**config.mk**
```make
export PLATFORM = sky130hd
export DESIGN_NAME = ref_row_fetcher_flat
export DESIGN_NICKNAME = d
export VERILOG_FILES = /design/src/rtl/ref_row_fetcher_pkg.sv /design/src/rtl/ref_row_fetcher_if.sv /design/src/rtl/ref_req_tracker.sv /design/src/rtl/ref_row_fetcher.sv /design/src/flat_wrapper.sv
export SDC_FILE = /design/constraint.sdc
export NUM_CORES = 1
export LEC_CHECK = 0
export BUFFER_PORTS_ARGS = -buffer_cell sky130_fd_sc_hd__buf_2
export CORE_ASPECT_RATIO = 0.7
export CORE_MARGIN = 2
export CORE_UTILIZATION = 50
export CTS_CLUSTER_SIZE = 30
export DETAILED_ROUTE_END_ITERATION = 8
export PLACE_DENSITY = 0.81
export SETUP_SLACK_MARGIN = 0.2
export SLEW_MARGIN = 25
export SYNTH_ARGS = -nofsm -noshare
export SYNTH_HDL_FRONTEND = slang
export SYNTH_HIERARCHICAL = 1
export SYNTH_SLANG_ARGS = --single-unit
```
**constraint.sdc**
```tcl
create_clock -name clock -period 3.78 [get_ports clock]
set_input_delay 0.378 -clock clock [delete_from_list [all_inputs] [get_ports clock]]
set_output_delay 0.378 -clock clock [all_outputs]
set_load 0.05 [all_outputs]
```
**src/rtl/ref_row_fetcher_pkg.sv**
```systemverilog
// Shared types and constants for the reference-row fetcher, the row shift
// register and the 8x8 interpolation filters.
package ref_row_fetcher_pkg;

    localparam int PIX_W       = 8;
    localparam int PIX_PER_ROW = 8;
    localparam int ROW_W       = PIX_W * PIX_PER_ROW;

    // 8 output rows plus 7 filter-tap rows.
    localparam int ROWS_DEF = 15;
    localparam int CNT_W    = 4;

    typedef enum logic [1:0] {
        ST_IDLE  = 2'd0,
        ST_FETCH = 2'd1,
        ST_DRAIN = 2'd2,
        ST_DONE  = 2'd3
    } state_t;

    // Width able to hold 0..max_outst inclusive.
    function automatic int outst_w(input int max_outst);
        return $clog2(max_outst) + 1;
    endfunction

endpackage

```
**src/rtl/ref_row_fetcher_if.sv**
```systemverilog
// Pixel-memory read port: request/grant on the address side, in-order
// valid-only responses on the data side.
interface ref_row_fetcher_if #(
    parameter int ADDR_W = 32,
    parameter int DATA_W = 64
);
    logic              mem_req;
    logic [ADDR_W-1:0] mem_addr;
    logic              mem_gnt;
    logic              mem_rvalid;
    logic [DATA_W-1:0] mem_rdata;

    modport master (
        output mem_req, mem_addr,
        input  mem_gnt, mem_rvalid, mem_rdata
    );

    modport slave (
        input  mem_req, mem_addr,
        output mem_gnt, mem_rvalid, mem_rdata
    );
endinterface

```
**src/rtl/ref_req_tracker.sv**
```systemverilog
// Outstanding-request counter: decides whether another request may be issued
// next cycle and classifies each response as accepted or stray.
module ref_req_tracker
    import ref_row_fetcher_pkg::*;
#(
    parameter int MAX_OUTST = 4
) (
    input  logic clock,
    input  logic reset_L,
    input  logic i_issue,
    input  logic i_rvalid,
    output logic o_can_issue,
    output logic o_resp_accept,
    output logic o_stray
);

    localparam int OW = outst_w(MAX_OUTST);
    localparam logic [OW-1:0] LIMIT = OW'(MAX_OUTST);

    logic [OW-1:0] r_outst;
    logic [OW-1:0] w_outst_nxt;

    assign o_stray       = i_rvalid && (r_outst == '0);
    assign o_resp_accept = i_rvalid && (r_outst != '0);

    // NOTE: give every combinational output a default before any branch so no
    // path leaves it unassigned and a latch is inferred.
    always_comb begin
        w_outst_nxt = r_outst;
        case ({i_issue, o_resp_accept})
            2'b10:   w_outst_nxt = r_outst + OW'(1);
            2'b01:   w_outst_nxt = r_outst - OW'(1);
            default: w_outst_nxt = r_outst;
        endcase
    end

    // Looks at the post-update count because the request line is registered.
    assign o_can_issue = (w_outst_nxt < LIMIT);

    // NOTE: sequential state uses non-blocking assignments so every register
    // samples pre-edge values regardless of block ordering.
    always_ff @(posedge clock or negedge reset_L) begin
        if (!reset_L) begin
            r_outst <= '0;
        end else begin
            r_outst <= w_outst_nxt;
        end
    end

endmodule

```
**src/rtl/ref_row_fetcher.sv**
```systemverilog
// Fetches the reference rows of one 8x8 prediction block, streams them to the
// row shift register with an active-low load strobe, then hands the block off.
module ref_row_fetcher
    import ref_row_fetcher_pkg::*;
#(
    parameter int ROWS      = ROWS_DEF,
    parameter int DATA_W    = ROW_W,
    parameter int ADDR_W    = 32,
    parameter int MAX_OUTST = 4
) (
    input  logic                clock,
    input  logic                reset_L,
    input  logic                start,
    input  logic [ADDR_W-1:0]   base_addr,
    input  logic [ADDR_W-1:0]   stride,
    ref_row_fetcher_if.master   mem_bus,
    output logic [DATA_W-1:0]   row_out,
    output logic                row_load_L,
    output logic                block_valid,
    input  logic                block_ack,
    output logic                busy,
    output logic                protocol_err
);

    localparam logic [CNT_W-1:0] ROWS_CNT = CNT_W'(ROWS);
    localparam logic [CNT_W-1:0] LAST_ROW = CNT_W'(ROWS - 1);

    state_t r_state;
    state_t w_state_nxt;

    logic [CNT_W-1:0]  r_issue_cnt, w_issue_cnt_nxt;
    logic [CNT_W-1:0]  r_resp_cnt,  w_resp_cnt_nxt;
    logic [ADDR_W-1:0] r_next_addr, w_next_addr_nxt;
    logic [ADDR_W-1:0] r_stride,    w_stride_nxt;
    logic              r_mem_req,   w_mem_req_nxt;
    logic [ADDR_W-1:0] r_mem_addr,  w_mem_addr_nxt;
    logic [DATA_W-1:0] r_row_out;
    logic              r_row_load_L;
    logic              r_block_valid;
    logic              r_busy;
    logic              r_protocol_err;

    logic w_issue;
    logic w_stray_gnt;
    logic w_can_issue;
    logic w_resp_accept;
    logic w_stray_rsp;

    assign w_issue     = r_mem_req && mem_bus.mem_gnt;
    assign w_stray_gnt = mem_bus.mem_gnt && !r_mem_req;

    ref_req_tracker #(
        .MAX_OUTST (MAX_OUTST)
    ) u_tracker (
        .clock         (clock),
        .reset_L       (reset_L),
        .i_issue       (w_issue),
        .i_rvalid      (mem_bus.mem_rvalid),
        .o_can_issue   (w_can_issue),
        .o_resp_accept (w_resp_accept),
        .o_stray       (w_stray_rsp)
    );

    always_ff @(posedge clock or negedge reset_L) begin
        if (!reset_L) begin
            r_state <= ST_IDLE;
        end else begin
            r_state <= w_state_nxt;
        end
    end

    always_comb begin
        w_state_nxt = r_state;
        case (r_state)
            ST_IDLE:  if (start) w_state_nxt = ST_FETCH;
            ST_FETCH: if (w_issue && (r_issue_cnt == LAST_ROW)) w_state_nxt = ST_DRAIN;
            ST_DRAIN: if (r_resp_cnt == ROWS_CNT) w_state_nxt = ST_DONE;
            ST_DONE:  if (block_ack) w_state_nxt = ST_IDLE;
            default:  w_state_nxt = ST_IDLE;
        endcase
    end

    // Next values for the counters and the registered request port; the
    // request is computed from post-edge state so it drops on the final grant.
    always_comb begin
        w_issue_cnt_nxt = r_issue_cnt;
        w_resp_cnt_nxt  = r_resp_cnt;
        w_next_addr_nxt = r_next_addr;
        w_stride_nxt    = r_stride;
        if ((r_state == ST_IDLE) && start) begin
            w_issue_cnt_nxt = '0;
            w_resp_cnt_nxt  = '0;
            w_next_addr_nxt = base_addr;
            w_stride_nxt    = stride;
        end else begin
            if (w_issue) begin
                w_issue_cnt_nxt = r_issue_cnt + CNT_W'(1);
                w_next_addr_nxt = r_next_addr + r_stride;
            end
            if (w_resp_accept) begin
                w_resp_cnt_nxt = r_resp_cnt + CNT_W'(1);
            end
        end
        w_mem_req_nxt  = (w_state_nxt == ST_FETCH) && (w_issue_cnt_nxt < ROWS_CNT) && w_can_issue;
        w_mem_addr_nxt = w_mem_req_nxt ? w_next_addr_nxt : r_mem_addr;
    end

    always_ff @(posedge clock or negedge reset_L) begin
        if (!reset_L) begin
            r_issue_cnt    <= '0;
            r_resp_cnt     <= '0;
            r_next_addr    <= '0;
            r_stride       <= '0;
            r_mem_req      <= 1'b0;
            r_mem_addr     <= '0;
            r_row_out      <= '0;
            r_row_load_L   <= 1'b1;
            r_block_valid  <= 1'b0;
            r_busy         <= 1'b0;
            r_protocol_err <= 1'b0;
        end else begin
            r_issue_cnt    <= w_issue_cnt_nxt;
            r_resp_cnt     <= w_resp_cnt_nxt;
            r_next_addr    <= w_next_addr_nxt;
            r_stride       <= w_stride_nxt;
            r_mem_req      <= w_mem_req_nxt;
            r_mem_addr     <= w_mem_addr_nxt;
            if (w_resp_accept) begin
                r_row_out <= mem_bus.mem_rdata;
            end
            r_row_load_L   <= !w_resp_accept;
            r_block_valid  <= (w_state_nxt == ST_DONE);
            r_busy         <= (w_state_nxt != ST_IDLE);
            r_protocol_err <= r_protocol_err || w_stray_rsp || w_stray_gnt;
        end
    end

    assign mem_bus.mem_req  = r_mem_req;
    assign mem_bus.mem_addr = r_mem_addr;
    assign row_out          = r_row_out;
    assign row_load_L       = r_row_load_L;
    assign block_valid      = r_block_valid;
    assign busy             = r_busy;
    assign protocol_err     = r_protocol_err;

endmodule
```
**src/flat_wrapper.sv**
```systemverilog
// flat-port wrapper written by rule: the top's interface ports become plain ports
module ref_row_fetcher_flat import ref_row_fetcher_pkg::*;
#(
    parameter int ROWS      = ROWS_DEF,
    parameter int DATA_W    = ROW_W,
    parameter int ADDR_W    = 32,
    parameter int MAX_OUTST = 4
)
  (clock, reset_L, start, base_addr, stride, row_out, row_load_L, block_valid, block_ack, busy, protocol_err, mem_bus_mem_req, mem_bus_mem_addr, mem_bus_mem_gnt, mem_bus_mem_rvalid, mem_bus_mem_rdata);
  ref_row_fetcher_if #(.ADDR_W(ADDR_W), .DATA_W(DATA_W)) mem_bus_i ();
  input  logic clock;
  input  logic reset_L;
  input  logic start;
  input  logic [ADDR_W-1:0] base_addr;
  input  logic [ADDR_W-1:0] stride;
  output logic [DATA_W-1:0] row_out;
  output logic row_load_L;
  output logic block_valid;
  input  logic block_ack;
  output logic busy;
  output logic protocol_err;
  output wire logic [$bits(mem_bus_i.mem_req)-1:0] mem_bus_mem_req;
  output wire logic [$bits(mem_bus_i.mem_addr)-1:0] mem_bus_mem_addr;
  input wire logic [$bits(mem_bus_i.mem_gnt)-1:0] mem_bus_mem_gnt;
  input wire logic [$bits(mem_bus_i.mem_rvalid)-1:0] mem_bus_mem_rvalid;
  input wire logic [$bits(mem_bus_i.mem_rdata)-1:0] mem_bus_mem_rdata;
  assign mem_bus_mem_req = mem_bus_i.mem_req;
  assign mem_bus_mem_addr = mem_bus_i.mem_addr;
  assign mem_bus_i.mem_gnt = mem_bus_mem_gnt;
  assign mem_bus_i.mem_rvalid = mem_bus_mem_rvalid;
  assign mem_bus_i.mem_rdata = mem_bus_mem_rdata;
  ref_row_fetcher #(.ROWS(ROWS), .DATA_W(DATA_W), .ADDR_W(ADDR_W), .MAX_OUTST(MAX_OUTST)) u_core (.clock(clock), .reset_L(reset_L), .start(start), .base_addr(base_addr), .stride(stride), .mem_bus(mem_bus_i), .row_out(row_out), .row_load_L(row_load_L), .block_valid(block_valid), .block_ack(block_ack), .busy(busy), .protocol_err(protocol_err));
endmodule
```
# Word-level counts from Yosys, hierarchy flattened
# Index checks and enable logic that the tools add are counted.
# Widths: inputs -> output; s select.
# word_totals
out_inout_bits	101
wordCells	58
register_bits	178
inputBits	134
# classes
addsub	5
muxes	12
magnitude_cmp	2
n_eq_ne	9
n_reduce_logical	17
# ops
op	n
$mux 32	2
$add 32x32->32	1
$mux 4	4
$add 4x1->4 const B	2
$eq 2x2->1 const B	4
$eq 4x4->1 const B	2
$logic_and 1x1->1	8
$mux 2	4
$pmux 2 s4	1
$eq 2x1->1 const B	3
$pmux 3 s2	1
$lt 4x4->1 const B	1
$reduce_bool 2->1	2
$add 3x1->3 const B	1
$logic_not 3->1	1
$lt 3x3->1 const B	1
$reduce_bool 3->1	1
$sub 3x1->3 const B	1
$logic_not 1->1	2
$logic_not 2->1	1
$logic_or 1x1->1	2

# Depth between registers and ports, before layout
# Gate-level depths: netlist (run 1).
# depth
ltp_word	7
depth_mapped	15
depth_no_buf	12

# By module
# Netlist (run 1), hierarchy kept.
# by_module_without_submodules
module	seq_area_each_um2	area_each_um2	cells_per_inst	n_inst
ref_row_fetcher	4380.5	8446.9	804	1
ref_req_tracker	75.1	181.4	15	1

# Least setup slack after synthesis (run 1)
# Ideal clock, no wire load.
# synth_path
path_kind	register to register
from	reg u_core.r_mem_req (netlist: u_core/mem_bus.mem_req)
to	reg u_core.r_mem_addr[15] (netlist: u_core/mem_bus.mem_addr[15])
setup_time_ps	125
arrival_ps	3432
stages_incl_launch_ff	15
synth_period_minus_slack_ps	3556
setup_slack_ps	224
n_path_buf	3
required_time_ps	3655
path_cell_list	dfrtp_1 nand2_1 inv_2 clkbuf_1 clkbuf_1 inv_1 ha_1 fa_1 xnor2_1 nor2_2 xnor2_1 nand4_1 inv_1 clkbuf_1 mux2_2
# synth_between
elab_cells_between_ends	16
classes_between	2 x order compare; 3 x eq/ne; 7 x mux; 4 x reduce/logical
# synth_lines
item	line_no	source
from (decl)	ref_row_fetcher.sv:35	logic r_mem_req, w_mem_req_nxt;
from (signal assigned)	ref_row_fetcher.sv:126	r_mem_req <= w_mem_req_nxt;
$logic_and 1x1->1 (*)	ref_row_fetcher.sv:49	assign w_issue = r_mem_req && mem_bus.mem_gnt;
named net u_core.w_issue	ref_row_fetcher.sv:43	logic w_issue;
$eq 2x1->1 / $eq 2x2->1 (equally long branches)	ref_req_tracker.sv:30	case ({i_issue, o_resp_accept})
$pmux 3 s2 (*)	ref_req_tracker.sv:30	
$lt 3x3->1 (*)	ref_req_tracker.sv:38	assign o_can_issue = (w_outst_nxt < LIMIT);
named net u_core.w_can_issue	ref_row_fetcher.sv:45	logic w_can_issue;
$logic_and 1x1->1 (*)	ref_row_fetcher.sv:104	w_mem_req_nxt = (w_state_nxt == ST_FETCH) && (w_issue_cnt_nxt < ROWS_CNT) && w_can_issue;
to (signal assigned)	ref_row_fetcher.sv:127	r_mem_addr <= w_mem_addr_nxt;
to (decl)	ref_row_fetcher.sv:36	logic [ADDR_W-1:0] r_mem_addr, w_mem_addr_nxt;
# The timed path passes the listed nets; every way through them passes the cells marked *.
# A chain may end at the register's enable or synchronous reset.

# Worst setup path after layout (run 1)
# layout_path
from	reg u_core.r_next_addr[0]
to	reg u_core.r_mem_addr[20] (netlist: u_core/mem_bus.mem_addr[20])
# layout_between
elab_chain_cells	3
# layout_rtl
item	line_no	source
from (decl)	ref_row_fetcher.sv:33	logic [ADDR_W-1:0] r_next_addr, w_next_addr_nxt;
from (signal assigned)	ref_row_fetcher.sv:124	r_next_addr <= w_next_addr_nxt;
$add 32x32->32	ref_row_fetcher.sv:98	w_next_addr_nxt = r_next_addr + r_stride;
$mux 32	ref_row_fetcher.sv:96	if (w_issue) begin
$mux 32	ref_row_fetcher.sv:90	if ((r_state == ST_IDLE) && start) begin
named net u_core.w_next_addr_nxt[20]	ref_row_fetcher.sv:33	
# The timed path passes the listed nets, and every way through them passes these cells.

==> results of run 1 <==
report_power, final:
group	internal (uW)	switching (uW)	total [uW]
clock	892	850	1740
combinational	2080	3770	5850
sequential	2700	463	3160
worst paths after layout:
check	start	end	slack (ps)	depth (start not counted)
hold / removal	stride[19]	u_core/r_stride[19]$_DFFE_PN0P_	140	3
max in group asynchronous	reset_L	u_core/row_out[25]$_DFFE_PN0P_	2270	3
setup / recovery	u_core/r_next_addr[0]$_DFF_PN0_	u_core/mem_bus.mem_addr[20]$_DFFE_PN0P_	320	11
hold reg to reg	u_core/mem_bus.mem_addr[23]$_DFFE_PN0P_	u_core/mem_bus.mem_addr[23]$_DFFE_PN0P_	480	2
min in group asynchronous	reset_L	u_core/mem_bus.mem_addr[6]$_DFFE_PN0P_	530	2
setup reg to reg	u_core/r_next_addr[0]$_DFF_PN0_	u_core/mem_bus.mem_addr[20]$_DFFE_PN0P_	320	11
registers in the layout (all words and copies together) (netlist names), 2 cells and up, named ones only:
| register | count |
|---|---|
| u_core/r_stride | 32 |
| u_core/mem_bus.mem_addr | 32 |
| u_core/u_tracker/r_outst | 2 |
| u_core/r_state | 2 |
| u_core/row_out | 64 |
| u_core/r_issue_cnt | 4 |
| u_core/r_resp_cnt | 4 |
| u_core/r_next_addr | 32 |
synthesized netlist by cell type (10+ instances only):
cell type | instances | share of area (%)
ha_1 | 35 | 5.1
a21oi_1 | 40 | 2.3
buf_1 | 12 | 0.52
xor2_1 | 17 | 1.7
clkbuf_1 | 28 | 1.2
a21o_1 | 19 | 1.7
mux2_2 | 84 | 11
nand2_1 | 172 | 7.5
a31oi_1 | 27 | 2.0
o21ai_0 | 17 | 0.99
nor2_1 | 59 | 2.6
dfrtp_1 | 177 | 51
xnor2_1 | 20 | 2.0
nand4_1 | 10 | 0.73
repair_timing:
item,in CTS,in global routing
hold endpoints to repair,17,0
hold buffers,1,0
resized for setup,0,2
setup endpoints to repair,0,2
worst reg2reg max path, cell delays in order (launching register included):
cell and delay [ps]:
dfrtp_1 390, ha_1 240, fa_1 430, a21o_4 240
a311oi_2 380, nor3_2 150, o41ai_4 430, o21bai_2 140
a211oi_2 250, xnor2_1 100, a221o_1 350, mux2_4 260
area by class of cell:
type	instances	area share, %
multi-input combinational	591	37.6
inverter	8	0.282
clock buffer	18	4.03
timing repair buffer	247	12.1
sequential	178	41.8
tap	231	2.71
clock inverter	14	1.53
per-layer routing:
metal	track usage, %	vias to the layer above
met5	0	-
met4	5.60	2
met3	6.87	21
met2	40.5	206
met1	32.1	3359
li1	-	3302
stage by stage:
step	setup slack (ps)	util [%]	area [um2]	total power, uW
after floorplan	224	-	8630	7580
after global placement	432	59.0	10000	8800
after detailed placement	314	59.0	10000	8960
after CTS	240	62.6	10600	10800
after global routing	156	62.6	10700	11500
final	316	62.6	10700	10800
cell families (layout without fill, tap and decap cells):
kind of cell	after synthesis	in the layout	share of synthesized area, %
AND/OR/NAND/NOR	284	284	14.0
XOR/XNOR	37	37	3.76
flip-flops	178	178	51.6
adder cells (fa/ha/maj)	37	37	5.54
AO/OA/AOI/OAI	138	138	10.4
multiplexers	95	95	12.4
buffers and inverters	50	287	2.28
cell usage in the layout (no fill, tap or decap), drive strengths merged, types with 4 or more instances in the layout:
master,netlist,final
buf,13,246
o21ai,19,19
nand4,10,10
nor2,60,60
o21bai,7,7
a21o,20,20
nor2b,5,5
mux2,91,91
xnor2,20,20
ha,35,35
a21oi,40,40
nor3,5,5
or3,6,6
inv,8,16
mux2i,4,4
and3,5,5
clkbuf,29,18
o31ai,4,4
and2,5,5
dfrtp,177,177
a31oi,27,27
nand3,7,7
clkinv,0,6
nand2,172,172
xor2,17,17
==> flow_metrics.py, run 1 <==
metrics = {
    "detailed_routing": {
        "route.detailed.drc": 0,
        "routedWlPerCell_um": 16.7,
        "antenna_left": 0,
        "top_layer": "met5",
        "post_drt_via_cell_ratio": 5.35,
        "route.vias.total": 6890,
        "iteration_count_of_the_initial_detailed_routing_pass": 4,
        "route.met2.wl_mm": 10.3,
        "met3_length_mm": 1.34,
        "drt-initial-drc-count": 421,
        "routedLengthMet1_mm": 9.62,
        "routed_wl_mm": 21.5,
    },
    "worst_hold_path": {
        "path_category_of_the_worst_min_delay_check": "primary input to flip-flop",
    },
    "global_route": {
        "grt_pass1_vias": 7063,
        "grt_start_max_net_pins": 103,
        "gr-usage-all-layers_pct": 24.4,
        "grt_pass1_wl_mm": 35.4,
        "overflow_after_grt": 0,
        "grt_antenna_before_repair": 1,
    },
    "timing": {
        "max_slew.worst_pin.slew_ps": 861,
        "timing.hold.ws_ps": 136,
        "finalClockSkew_ps": 15.7,
        "fmax_mhz": 289,
        "unrepaired_setup_endpoints_after_global_routing": "yes",
        "totalNegativeSetupSlack_ps": 0,
        "layout_worst_path_cycle_share_pct": 91.6,
        "setup_viol": 0,
        "max_slew_margin_pct": 42.6,
        "final.min_clock_period_ps": 3460,
        "report.final.hold_viol_count": 0,
        "finalMaxSlewViolations": 0,
    },
    "placement": {
        "globalplace.congestion": 0.866,
        "io_port_bufs": 234,
        "dp.cells": 1254,
        "hpwlAfterDp_mm": 15.5,
    },
    "synthesis": {
        "synthesis.area_um2": 8630,
        "synth_async_sr_flop_share_pct": 100,
        "yosysSeqAreaShare_pct": 51.6,
        "count_of_warnings_emitted_by_yosys": 6,
        "synthFlopType": "dfrtp_1",
        "synth.avg_cell_area_um2": 10.5,
        "yosysUniqueCellTypes": 57,
        "syn_nets": 990,
        "postSynthCellCount": 819,
        "ffs_latches_synth": 178,
        "synth_edf_count": 0,
    },
    "worst_setup_path": {
        "critical_path.startpoint_type": "flip-flop",
        "critical_path.top_delay_family": "compound AO/OA/AOI/OAI gates",
        "cp_required_ps": 4090,
        "crit_path_max_incr_delay_ps": 430,
        "cp_data_arrival_time_ps": 3780,
        "crit_path_top_delay_cell": "fa_1",
        "path_buf_inv": 0,
        "worst_setup_path_type": "flip-flop to flip-flop",
        "path_max_fanout": 3,
        "list_of_cells_traversed_by_the_critical_path": "ha_1 -> fa_1 -> a21o_4 -> a311oi_2 -> nor3_2 -> o41ai_4 -> o21bai_2 -> a211oi_2 -> xnor2_1 -> a221o_1 -> mux2_4",
        "end_kind": "flip-flop",
    },
    "floorplan": {
        "die_area_um2": 18300,
        "die_height_um": 114,
        "top_level_ports": 235,
        "design.core.area_um2": 17000,
        "core.rowCount": 40,
        "initial_utilization_pct": 50.7,
        "fp.dieW_um": 161,
    },
    "clock_network": {
        "clock_tree.root_cell": "clkbuf_16",
        "clkTransAtPathRegs_ps": 70,
        "tritoncts_num_sinks": 178,
        "htree_num_levels": 4,
        "cts_made_buffers": 17,
        "number_of_setup_buffers_added_after_cts": 0,
        "cts-root-to-sink-buffers": 2,
        "clock_insertion_delay_worst_skew_ps": 430,
        "tritoncts_clock_tree": "yes",
    },
    "power_and_ir_drop": {
        "power_leakage_uw": 0.00533,
        "ir_drop_mv": 0.573,
        "power.density_cell_area_nw_per_um2": 1010,
    },
    "finish": {
        "final-instance-count-excl-fill": 1287,
        "num_antenna_cells": 0,
        "n_fill_cell": 1423,
        "seq_area_um2": 4460,
        "areaGrowthSynthToFinish_pct": 23.5,
        "final_layout_size_suffix_gt1_share_pct": 35.6,
        "design.final.nets": 1214,
        "multi_input_comb_area_um2": 4000,
    },
    "run": {
        "drv_cap": 0,
    },
    "run_status": {
        "outcome": "complete, no violations",
    },
}
Note: power is estimated with default switching activity, not from simulation.
==> run 2: changes to the inputs <==
Clock period 3.78 ns to 3.9 ns, I/O delays scaled along.
==> flow_metrics.py, run 2 (same netlist as run 1, synthesis figures left out) <==
metrics = {
    "run_status": {
        "outcome": "complete, but fails checks",
        "failed_checks": "negative hold slack",
    },
    "floorplan": {
        "core.rowCount": 40,
        "die_area_um2": 18300,
        "die_height_um": 114,
        "top_level_ports": 235,
        "initial_utilization_pct": 50.7,
        "design.core.area_um2": 17000,
        "fp.dieW_um": 161,
    },
    "global_route": {
        "grt_pass1_wl_mm": 35.0,
        "grt_pass1_vias": 7074,
        "grt_start_max_net_pins": 82,
        "grt_antenna_before_repair": 1,
        "gr-usage-all-layers_pct": 24.3,
        "overflow_after_grt": 0,
    },
    "placement": {
        "io_port_bufs": 234,
        "dp.cells": 1254,
        "hpwlAfterDp_mm": 15.6,
        "globalplace.congestion": 0.890,
    },
    "clock_network": {
        "clock_tree.root_cell": "clkbuf_16",
        "tritoncts_num_sinks": 178,
        "cts-root-to-sink-buffers": 2,
        "cts_made_buffers": 17,
        "tritoncts_clock_tree": "yes",
        "clock_insertion_delay_worst_skew_ps": 440,
        "htree_num_levels": 4,
        "clkTransAtPathRegs_ps": 80,
        "cts.hold.buffers_added": 0,
    },
    "finish": {
        "largest_reg_flops": 64,
        "areaGrowthSynthToFinish_pct": 23.5,
        "post-route-util_pct": 62.6,
        "layout.cells.most_common_list": "buf_2 (233), dfrtp_1 (177), nand2_1 (171), mux2_2 (84), nor2_1 (59)",
        "final-instance-count-excl-fill": 1287,
        "n_fill_cell": 1399,
        "design.final.nets": 1213,
        "seq_area_um2": 4460,
        "multi_input_comb_area_um2": 4000,
        "mostFrequentLayoutCell": "buf_2",
        "final_layout_size_suffix_gt1_share_pct": 35.6,
    },
    "timing": {
        "timing.hold.ws_ps": -38.6,
        "layout_worst_path_cycle_share_pct": 87.8,
        "finalMaxSlewViolations": 0,
        "final.min_clock_period_ps": 3420,
        "unrepaired_setup_endpoints_after_global_routing": "no",
        "report.final.hold_viol_count": 12,
        "max_slew.worst_pin.slew_ps": 855,
        "setup_viol": 0,
        "max_slew_margin_pct": 43.0,
        "fmax_mhz": 292,
        "finalClockSkew_ps": 18.8,
        "totalNegativeSetupSlack_ps": 0,
    },
    "detailed_routing": {
        "routedWlPerCell_um": 16.7,
        "drt-initial-drc-count": 434,
        "route.vias.total": 6813,
        "post_drt_via_cell_ratio": 5.29,
        "iteration_count_of_the_initial_detailed_routing_pass": 5,
        "antenna_left": 0,
        "routed_wl_mm": 21.5,
        "route.detailed.drc": 0,
    },
    "power_and_ir_drop": {
        "combPwrFrac_pct": 54.0,
        "total_switching_power_uw": 4910,
        "p_seq_share_pct": 29.3,
        "power.clock.fraction_pct": 16.6,
        "power_leakage_uw": 0.00533,
        "ir_drop_mv": 0.504,
        "power.density_cell_area_nw_per_um2": 978,
        "intPower_uw": 5520,
        "finalPower_uw": 10400,
        "p_sw_share_pct": 47.1,
    },
    "worst_setup_path": {
        "end_kind": "flip-flop",
        "list_of_cells_traversed_by_the_critical_path": "ha_1 -> fa_1 -> a21o_4 -> a311oi_2 -> nor3_2 -> o41ai_4 -> o21bai_2 -> a211oi_2 -> xnor2_1 -> a221o_1 -> mux2_4",
        "crit_path_top_delay_cell": "fa_1",
        "cp_data_arrival_time_ps": 3740,
        "path_max_fanout": 3,
        "worst_setup_path_type": "flip-flop to flip-flop",
        "critical_path.top_delay_family": "compound AO/OA/AOI/OAI gates",
        "critical_path.startpoint_type": "flip-flop",
        "crit_path_max_incr_delay_ps": 420,
        "path_buf_inv": 0,
        "cp_required_ps": 4220,
    },
    "worst_hold_path": {
        "path_category_of_the_worst_min_delay_check": "primary input to async pin",
    },
    "run": {
        "drv_cap": 0,
    },
}
run 2: cell types whose count changed in the layout (fill, tap and decap cells not counted), sizes merged:
| cell | previous run | this run |
|---|---|---|
| diode | 0 | 1 |
| dlygate4sd3 | 1 | 0 |
run 2: routing by layer:
| metal | vias to the layer above | track usage, % | share of wire [%] |
|---|---|---|---|
| li1 | 3288 | - | - |
| met2 | 216 | 40.1 | 48 |
| met3 | 18 | 6.84 | 7.0 |
| met5 | - | 0 | 0 |
| met1 | 3291 | 31.9 | 44 |
| met4 | 0 | 6.31 | 0.95 |
run 2: path summary, 6_finish.rpt:
kind | startpoint | endpoint | slack (ps) | depth (start not counted)
max | u_core/r_next_addr[0]$_DFF_PN0_ | u_core/mem_bus.mem_addr[20]$_DFFE_PN0P_ | 480 | 11
min in group clock | stride[3] | u_core/r_stride[3]$_DFFE_PN0P_ | 140 | 3
min reg2reg | u_core/mem_bus.mem_addr[9]$_DFFE_PN0P_ | u_core/mem_bus.mem_addr[9]$_DFFE_PN0P_ | 480 | 1
min | reset_L | u_core/r_stride[3]$_DFFE_PN0P_ | -40 | 1
max in group asynchronous | reset_L | u_core/r_next_addr[31]$_DFF_PN0_ | 2780 | 2
max reg2reg | u_core/r_next_addr[0]$_DFF_PN0_ | u_core/mem_bus.mem_addr[20]$_DFFE_PN0P_ | 480 | 11
run 2: layout make-up:
cell class	instances	share of cell area [%]
diodes	1	0.0235
repair buffers	246	11.9
well taps	231	2.71
multi-input cells	591	37.5
flip-flops and latches	178	41.8
clock inverters	14	1.67
inverters	8	0.282
clock buffers	18	4.12
run 2: what timing repair did:
| action | in CTS | in global routing |
|---|---|---|
| hold endpoints to repair | 0 | 0 |
| gates resized for setup | 0 | 1 |
| buffers inserted | 0 | 0 |
| setup endpoints to repair | 0 | 1 |
run 2: power groups by stage:
stage | logic (uW) | clock network [uW] | registers [uW]
final | 5630 | 1730 | 3060
after global routing | 6110 | 1860 | 3150
after CTS | 5640 | 1770 | 3060
after detailed placement | 5600 | 0 | 3080
after global placement | 5470 | 0 | 3050
after floorplan | 3010 | 0 | 4340
run 2: stage by stage:
stage / hold slack [ps] / area (um2) / worst slack (ps)
after floorplan: 94.4 / 8630 / 344
after global placement: 457 / 10000 / 553
after detailed placement: 467 / 10000 / 449
after CTS: 7.70 / 10600 / 426
after global routing: 20.8 / 10700 / 242
final: -38.6 / 10700 / 476
